==> src/rtl/clk_div_pkg.sv <==
// Shared constants, types and helpers for the multi-channel clock divider.
package clk_div_pkg;

    localparam int unsigned DEF_DIV_W = 26;
    localparam int unsigned DEF_HALF  = 25_000_000;

    typedef logic [DEF_DIV_W-1:0] div_t;

    // Channel-select width; a single channel still needs a 1-bit select.
    function automatic int unsigned ch_w(input int unsigned n);
        return (n <= 2) ? 1 : $clog2(n);
    endfunction

endpackage

==> src/rtl/multi_clk_divider_if.sv <==
// Configuration bus of the divider: write strobe, channel select, half-period and pending flags.
interface multi_clk_divider_if
    import clk_div_pkg::*;
#(
    parameter int unsigned NUM_CH = 4,
    parameter int unsigned DIV_W  = DEF_DIV_W
);

    localparam int unsigned CH_W = ch_w(NUM_CH);

    logic              cfg_wr;
    logic [CH_W-1:0]   cfg_ch;
    logic [DIV_W-1:0]  cfg_half;
    logic [NUM_CH-1:0] cfg_pending;

    modport master (output cfg_wr, cfg_ch, cfg_half, input cfg_pending);
    modport slave  (input cfg_wr, cfg_ch, cfg_half, output cfg_pending);

endinterface

==> src/rtl/clk_div_channel.sv <==
// One divider channel: half-period counter, active/pending half-period and clk_out/tick flops.
module clk_div_channel
    import clk_div_pkg::*;
#(
    parameter int unsigned DIV_W        = DEF_DIV_W,
    parameter int unsigned DEFAULT_HALF = DEF_HALF
) (
    input  logic             clk_in,
    input  logic             rst_n,
    input  logic             en,
    input  logic             sync,
    input  logic             wr,
    input  logic [DIV_W-1:0] half,
    output logic             pending,
    output logic             clk_out,
    output logic             tick
);

    localparam logic [DIV_W-1:0] ONE = DIV_W'(1);

    logic [DIV_W-1:0] cnt;
    logic [DIV_W-1:0] active;
    logic [DIV_W-1:0] pend_val;
    logic [DIV_W-1:0] wr_val;
    logic             at_end;
    logic             fall;

    always_comb begin
        wr_val = (half == '0) ? ONE : half;
        at_end = (cnt == active - ONE);
        fall   = en && at_end && clk_out;
    end

    always_ff @(posedge clk_in or negedge rst_n) begin
        if (!rst_n) begin
            cnt      <= '0;
            clk_out  <= 1'b0;
            tick     <= 1'b0;
            pending  <= 1'b0;
            active   <= DIV_W'(DEFAULT_HALF);
            pend_val <= '0;
        end else if (sync) begin
            cnt     <= '0;
            clk_out <= 1'b0;
            tick    <= 1'b0;
            pending <= 1'b0;
            if (wr)
                active <= wr_val;
            else if (pending)
                active <= pend_val;
        end else begin
            tick <= 1'b0;
            if (en) begin
                if (at_end) begin
                    cnt     <= '0;
                    clk_out <= ~clk_out;
                    tick    <= ~clk_out;
                end else begin
                    cnt <= cnt + ONE;
                end
            end
            // Swap only on the falling toggle; a write in that same cycle queues behind it.
            if (fall && pending) begin
                active  <= pend_val;
                pending <= 1'b0;
            end
            if (wr) begin
                pend_val <= wr_val;
                pending  <= 1'b1;
            end
        end
    end

endmodule

==> src/rtl/multi_clk_divider.sv <==
// NUM_CH programmable square-wave / tick dividers from one fast clock with global phase sync.
module multi_clk_divider
    import clk_div_pkg::*;
#(
    parameter int unsigned NUM_CH       = 4,
    parameter int unsigned DIV_W        = DEF_DIV_W,
    parameter int unsigned DEFAULT_HALF = DEF_HALF
) (
    input  logic                clk_in,
    input  logic                rst_n,
    input  logic [NUM_CH-1:0]   ch_en,
    input  logic                sync,
    multi_clk_divider_if.slave  cfg,
    output logic [NUM_CH-1:0]   clk_out,
    output logic [NUM_CH-1:0]   tick
);

    localparam int unsigned CH_W = ch_w(NUM_CH);

    logic [NUM_CH-1:0] wr_stb;
    logic [NUM_CH-1:0] pend;

    // Out-of-range channel numbers match no strobe, so such writes are dropped.
    always_comb begin
        wr_stb = '0;
        for (int unsigned i = 0; i < NUM_CH; i++) begin
            if (cfg.cfg_wr && (cfg.cfg_ch == CH_W'(i)))
                wr_stb[i] = 1'b1;
        end
    end

    for (genvar g = 0; g < NUM_CH; g++) begin : g_ch
        clk_div_channel #(
            .DIV_W        (DIV_W),
            .DEFAULT_HALF (DEFAULT_HALF)
        ) u_ch (
            .clk_in  (clk_in),
            .rst_n   (rst_n),
            .en      (ch_en[g]),
            .sync    (sync),
            .wr      (wr_stb[g]),
            .half    (cfg.cfg_half),
            .pending (pend[g]),
            .clk_out (clk_out[g]),
            .tick    (tick[g])
        );
    end

    assign cfg.cfg_pending = pend;

endmodule
==> src/flat_wrapper.sv <==
// flat-port wrapper written by rule: the top's interface ports become plain ports
module multi_clk_divider_flat import clk_div_pkg::*;
#(
    parameter int unsigned NUM_CH       = 4,
    parameter int unsigned DIV_W        = DEF_DIV_W,
    parameter int unsigned DEFAULT_HALF = DEF_HALF
)
  (clk_in, rst_n, ch_en, sync, clk_out, tick, cfg_cfg_wr, cfg_cfg_ch, cfg_cfg_half, cfg_cfg_pending);
  multi_clk_divider_if #(.NUM_CH(NUM_CH), .DIV_W(DIV_W)) cfg_i ();
  input  logic clk_in;
  input  logic rst_n;
  input  logic [NUM_CH-1:0] ch_en;
  input  logic sync;
  output logic [NUM_CH-1:0] clk_out;
  output logic [NUM_CH-1:0] tick;
  input wire logic [$bits(cfg_i.cfg_wr)-1:0] cfg_cfg_wr;
  input wire logic [$bits(cfg_i.cfg_ch)-1:0] cfg_cfg_ch;
  input wire logic [$bits(cfg_i.cfg_half)-1:0] cfg_cfg_half;
  output wire logic [$bits(cfg_i.cfg_pending)-1:0] cfg_cfg_pending;
  assign cfg_i.cfg_wr = cfg_cfg_wr;
  assign cfg_i.cfg_ch = cfg_cfg_ch;
  assign cfg_i.cfg_half = cfg_cfg_half;
  assign cfg_cfg_pending = cfg_i.cfg_pending;
  multi_clk_divider #(.NUM_CH(NUM_CH), .DIV_W(DIV_W), .DEFAULT_HALF(DEFAULT_HALF)) u_core (.clk_in(clk_in), .rst_n(rst_n), .ch_en(ch_en), .sync(sync), .cfg(cfg_i), .clk_out(clk_out), .tick(tick));
endmodule
==> config.mk <==
export PLATFORM = sky130hd
export DESIGN_NAME = multi_clk_divider_flat
export DESIGN_NICKNAME = d
export VERILOG_FILES = /design/src/rtl/clk_div_pkg.sv /design/src/rtl/multi_clk_divider_if.sv /design/src/rtl/clk_div_channel.sv /design/src/rtl/multi_clk_divider.sv /design/src/flat_wrapper.sv
export SDC_FILE = /design/constraint.sdc
export NUM_CORES = 1
export LEC_CHECK = 0
export CORE_MARGIN = 2
export CORE_UTILIZATION = 30
export DETAILED_ROUTE_END_ITERATION = 8
export GPL_ROUTABILITY_DRIVEN = 0
export GPL_TIMING_DRIVEN = 0
export HOLD_SLACK_MARGIN = 0.12
export PLACE_DENSITY_LB_ADDON = 0.25
export SLEW_MARGIN = 20
export SYNTH_ARGS = -nofsm -noshare
export SYNTH_HDL_FRONTEND = slang
export SYNTH_SLANG_ARGS = --single-unit
==> constraint.sdc <==
create_clock -name clk_in -period 3.6 [get_ports clk_in]
set_clock_uncertainty 0.05 [all_clocks]
set_input_delay 0.54 -clock clk_in [delete_from_list [all_inputs] [get_ports clk_in]]
set_output_delay 0.54 -clock clk_in [all_outputs]
set_load 0.01 [all_outputs]
# == Word-level counts from Yosys, hierarchy flattened ==
# Index checks and enable logic that the tools add are counted.
# classes
n_addsub,8
eq_ne,11
mux,69
reduce_logical,46
n_bitwise,5
# op_table
op,count
$mux W26,29
$add A26 B1 Y26 const B,4
$eq A26 B26 Y1,4
$sub A26 B1 Y26 const B,4
$mux W1,40
$logic_not A26 Y1,1
$reduce_and A2 Y1,12
$reduce_bool A2 Y1,12
$logic_and A1 B1 Y1,16
$ne A3 B1 Y1 const B,4
$reduce_bool A3 Y1,4
$not A1 Y1,5
$eq A2 B2 Y1 const B,2
$eq A2 B1 Y1 const B,1
$logic_not A2 Y1,1
# totals
word_cells,163
in_bits,36
register_bits,324
out_inout_bits,12

# == Depth between registers and ports, before layout ==
# logic_depth
word_depth,8
ltp_mapped,12
ltp_nobuf,10

# == Modules after synthesis ==
# Synthesis repeated with hierarchy kept, for this count alone.
# hier_totals
hier_cells,1846
hier_area_um2,19628.8
# by_module_without_submodules
mod,cells_each,area_each_um2,seq_area_each_um2,instances
clk_div_channel (u_core.g_ch[0].u_ch ...),457,4907.2,2042.0,2
clk_div_channel (u_core.g_ch[2].u_ch ...),464,4888.4,2042.0,2
multi_clk_divider,4,37.5,0.0,1

# == Worst setup path after synthesis ==
# Ideal clock, no wire load.
# synth_path
path_type,reg2reg
startpoint,register u_core.g_ch[3].u_ch.active[0]
endpoint,register u_core.g_ch[3].u_ch.active[10]
path_buffers,1
setup_time_ns,0.128
arrival_ns,3.328
required_time_ns,3.422
path_slack_ns,0.095
synth_period_minus_slack_ns,3.505
path_stages_with_launch,12
cell_sequence,dfrtp_1 > inv_1 > ha_1 > nor3b_2 > nand4_1 > or3_1 > a21oi_1 > o2111ai_1 > or4_4 > o21ai_4 > buf_4 > mux2_1
# synth_between
elab_chain_cells,7
# synth_rtl
item,line,rtl
from (decl),clk_div_channel.sv:22,logic [DIV_W-1:0] active;
from (signal assigned),clk_div_channel.sv:40,active <= DIV_W'(DEFAULT_HALF);
from (signal assigned),clk_div_channel.sv:48,active <= wr_val;
from (signal assigned),clk_div_channel.sv:50,active <= pend_val;
$sub A26 B1 Y26,clk_div_channel.sv:30,at_end = (cnt == active - ONE);
$eq A26 B26 Y1,clk_div_channel.sv:30,
$logic_and A1 B1 Y1 (2 in a row),clk_div_channel.sv:31,fall = en && at_end && clk_out;
$logic_and A1 B1 Y1,clk_div_channel.sv:63,if (fall && pending) begin
$reduce_bool A2 Y1 (no line),-,
$reduce_and A2 Y1 (no line),-,
# No other way between the ends.
# A chain may end at the register's enable or synchronous reset.

# == Worst setup path in the final report ==
# Same ends and word-level chain as after synthesis.

==> flow_summary.toml <==
[detailed_routing]
wl_per_cell_um = 19.0
top_layer = "met4"
routed_wirelength_mm = 56.8
drt_iter0_markers = 985
wl_met2_mm = 26.3
met1_length_mm = 26.7
wl_met3_mm = 2.27
viasPerCell = 5.22
vias = 15600
detail-route-antenna-nets = 0
drt-pass1-iter-count = 5
drc_errors = 0

[clock_tree]
clock-sinks = 324
cts-root-buf = "clkbuf_16"
htreeDepth = 2
tritoncts = "done"
cts_buffers = 40
insertion_delay_ps = 570
cts_buffer_depth = 3
clk_transition_reported_paths_ps = 60

[floorplan]
chipWidth_um = 260
start_util = 0.304
die_area_mm2 = 0.0676
fp.dieH_um = 260
io_pins = 48
num_rows = 93
coreArea_mm2 = 0.0646

[finish]
antenna_cells = 0
stdcell_count = 2994
final_common_cell = "dfrtp_1"
drive_above_1_share = 0.216
final_util = 0.357
area_delta_synth_final_pct = 17.4
fin_nets = 2152
final_cell_mix = "dfrtp_1 (266), nor2_1 (213), nand2_1 (195)"

[global_route]
grt_pass1_vias = 15400
grt-ovfl-total = 0
grt_max_degree = 100
grt_usage = 0.167
antenna_found_initial = 0
grt_pass1_wl_mm = 88.7

[synth]
ys_seq_area_frac = 0.416
avgSynthCellArea_um2 = 9.82
synthArstFlopShare = 1.00
synth-main-ff-cell = "dfrtp_1"
synth_top_family_by_area = "simple AND/OR/NAND/NOR gates"
synthesis.instances = 2001
yosys.area_share.simple = 0.217
synth_compound_area_frac = 0.0694
synth-edff-count = 0
yosysWarnings = 0
muxShareOfSynthArea = 0.166
synth_area_mm2 = 0.0197
syn-num-nets = 2045
ys_ff_latch = 324
synth-xor-area-share = 0.0922
yosys.area_share.adder = 0.00509
synth_cell_types = 91

[power]
switchingPower_mw = 4.31
irDropWorstVdd_v = 0.000392
p_seq_frac = 0.419
p_sw_frac = 0.335
intPower_mw = 8.54
p_leak_nw = 9.39
power_density_mw_per_mm2 = 557
clockPowerShare = 0.306
fin_total_pwr_mw = 12.8
combPwrFrac = 0.275

[sta]
post-route-period-util = 0.996
period_minus_slack_ps = 3580
relSlewSlack = 0.278
worst_slew_pin_slew_ps = 1080
setup_viol = 0
finalHoldViolCount = 0
drv_slew = 0
setup_tns_ps = 0
fmax_mhz = 279

[placed_design]
dp.cells = 2883
hpwl_mm = 39.9
port-buffer-count = 24

[min_path]
holdCritPathClass = "flip-flop to flip-flop"

[critical_path]
startpoint_type = "flip-flop"
required_ps = 4000
crit_type = "flip-flop to flip-flop"
worstPathArrival_ps = 3990
cp-end-kind = "flip-flop"
cp_max_fo = 5

[outcome]
outcome = "completed"

[job]
maxCapViolCount = 0
[worst paths after layout]
kind	from	endpoint	slack (ps)	cells after the start
min in group asynchronous	rst_n	u_core.g_ch[0].u_ch.cnt[20]	530	2
worst max register to register	u_core.g_ch[3].u_ch.active[0]	u_core.g_ch[3].u_ch.active[10]	20	13
worst min register to register	u_core.g_ch[3].u_ch.pend_val[0]	u_core.g_ch[3].u_ch.pend_val[0]	440	2
max in group asynchronous	rst_n	u_core.g_ch[2].u_ch.active[21]	1700	4
worst max-delay path	u_core.g_ch[3].u_ch.active[0]	u_core.g_ch[3].u_ch.active[10]	20	13
worst min-delay path	u_core.g_ch[3].u_ch.pend_val[0]	u_core.g_ch[3].u_ch.pend_val[0]	440	2
[kinds of logic (layout without fill, tap and decap cells)]
kind of cell	count (synthesis)	after routing
buffers and inverters	157	295
flip-flops	324	324
multiplexers	294	294
adder cells (fa/ha/maj)	8	8
AND/OR/NAND/NOR	826	826
XOR/XNOR	207	207
AO/OA/AOI/OAI	185	185
[sequential cells by signal, summed over array words and instances (netlist names)]
signal                     count
u_core.g_ch.u_ch.active      104
u_core.g_ch.u_ch.clk_out       4
u_core.g_ch.u_ch.cnt         104
u_core.g_ch.u_ch.pend_val    104
u_core.g_ch.u_ch.pending       4
u_core.g_ch.u_ch.tick          4
[layout make-up]
| cell class | count | area [µm²] |
|---|---|---|
| clock inverter | 14 | 87.6 |
| buffer | 119 | 597 |
| clock buffer | 59 | 1190 |
| fill | 6533 | 41500 |
| timing repair buffer | 73 | 726 |
| inverter | 30 | 113 |
| tap | 855 | 1070 |
| multi-input combinational | 1520 | 11100 |
| sequential | 324 | 8180 |
[layer usage]
layer	track usage	vias up
li1	-	7351
met1	0.233	7844
met2	0.267	348
met3	0.0201	88
met4	0.0568	0
met5	0	-
[worst max-delay path, stage by stage (launching register included)]
cell and delay (ps):
dfrtp_2 440, inv_2 90, ha_4 160, nor3b_4 290, buf_4 180, o21ai_0 80
o211a_1 270, nor4_2 320, o2111ai_1 150, or4_4 610, o21ai_4 230, buf_6 160
buf_8 130, mux2_1 320
[timing repair]
action,in CTS,in global routing
setup endpoints to repair,238,179
pin swaps,8,22
gates resized for setup,27,66
buffers inserted,14,29
gates cloned,0,2
hold buffers,1,0
hold endpoints to repair,64,0
[power by group through the flow]
stage,Combinational (mW),Clock (mW),Sequential (mW)
floorplan,2.47,0,5.02
global placement,3.06,0,5.32
detailed placement,3.15,0,5.34
CTS,3.26,4.03,5.30
global route,3.88,4.20,5.50
finish,3.53,3.93,5.38
[Yosys cell counts (24+ instances only)]
cell type	number	area (µm²)
dfstp_2	48	1260
xnor2_1	110	963
mux2_1	29	327
dfrtp_1	276	6910
a221oi_1	27	236
inv_1	29	109
nand4_1	39	244
nor4_1	47	294
nor2_1	213	800
nand2_1	196	736
o21ai_0	36	180
mux2_2	168	1890
clkbuf_1	98	368
nor2b_1	37	231
nand3_1	56	280
nor3_1	75	375
a21oi_1	27	135
mux2i_1	81	811
or3_1	24	150
xor2_1	97	850
[stage by stage]
stage / instance area [µm²] / hold slack, ps / worst slack (ps)
final: 23100 / 442 / 15.4
after global routing: 23100 / 462 / -26.2
after detailed placement: 21100 / 425 / -1290
after floorplan: 19700 / 194 / 94.6
after global placement: 21000 / 421 / -12560
after CTS: 22600 / 438 / 1.09
Note: power is estimated with default switching activity, not from simulation.
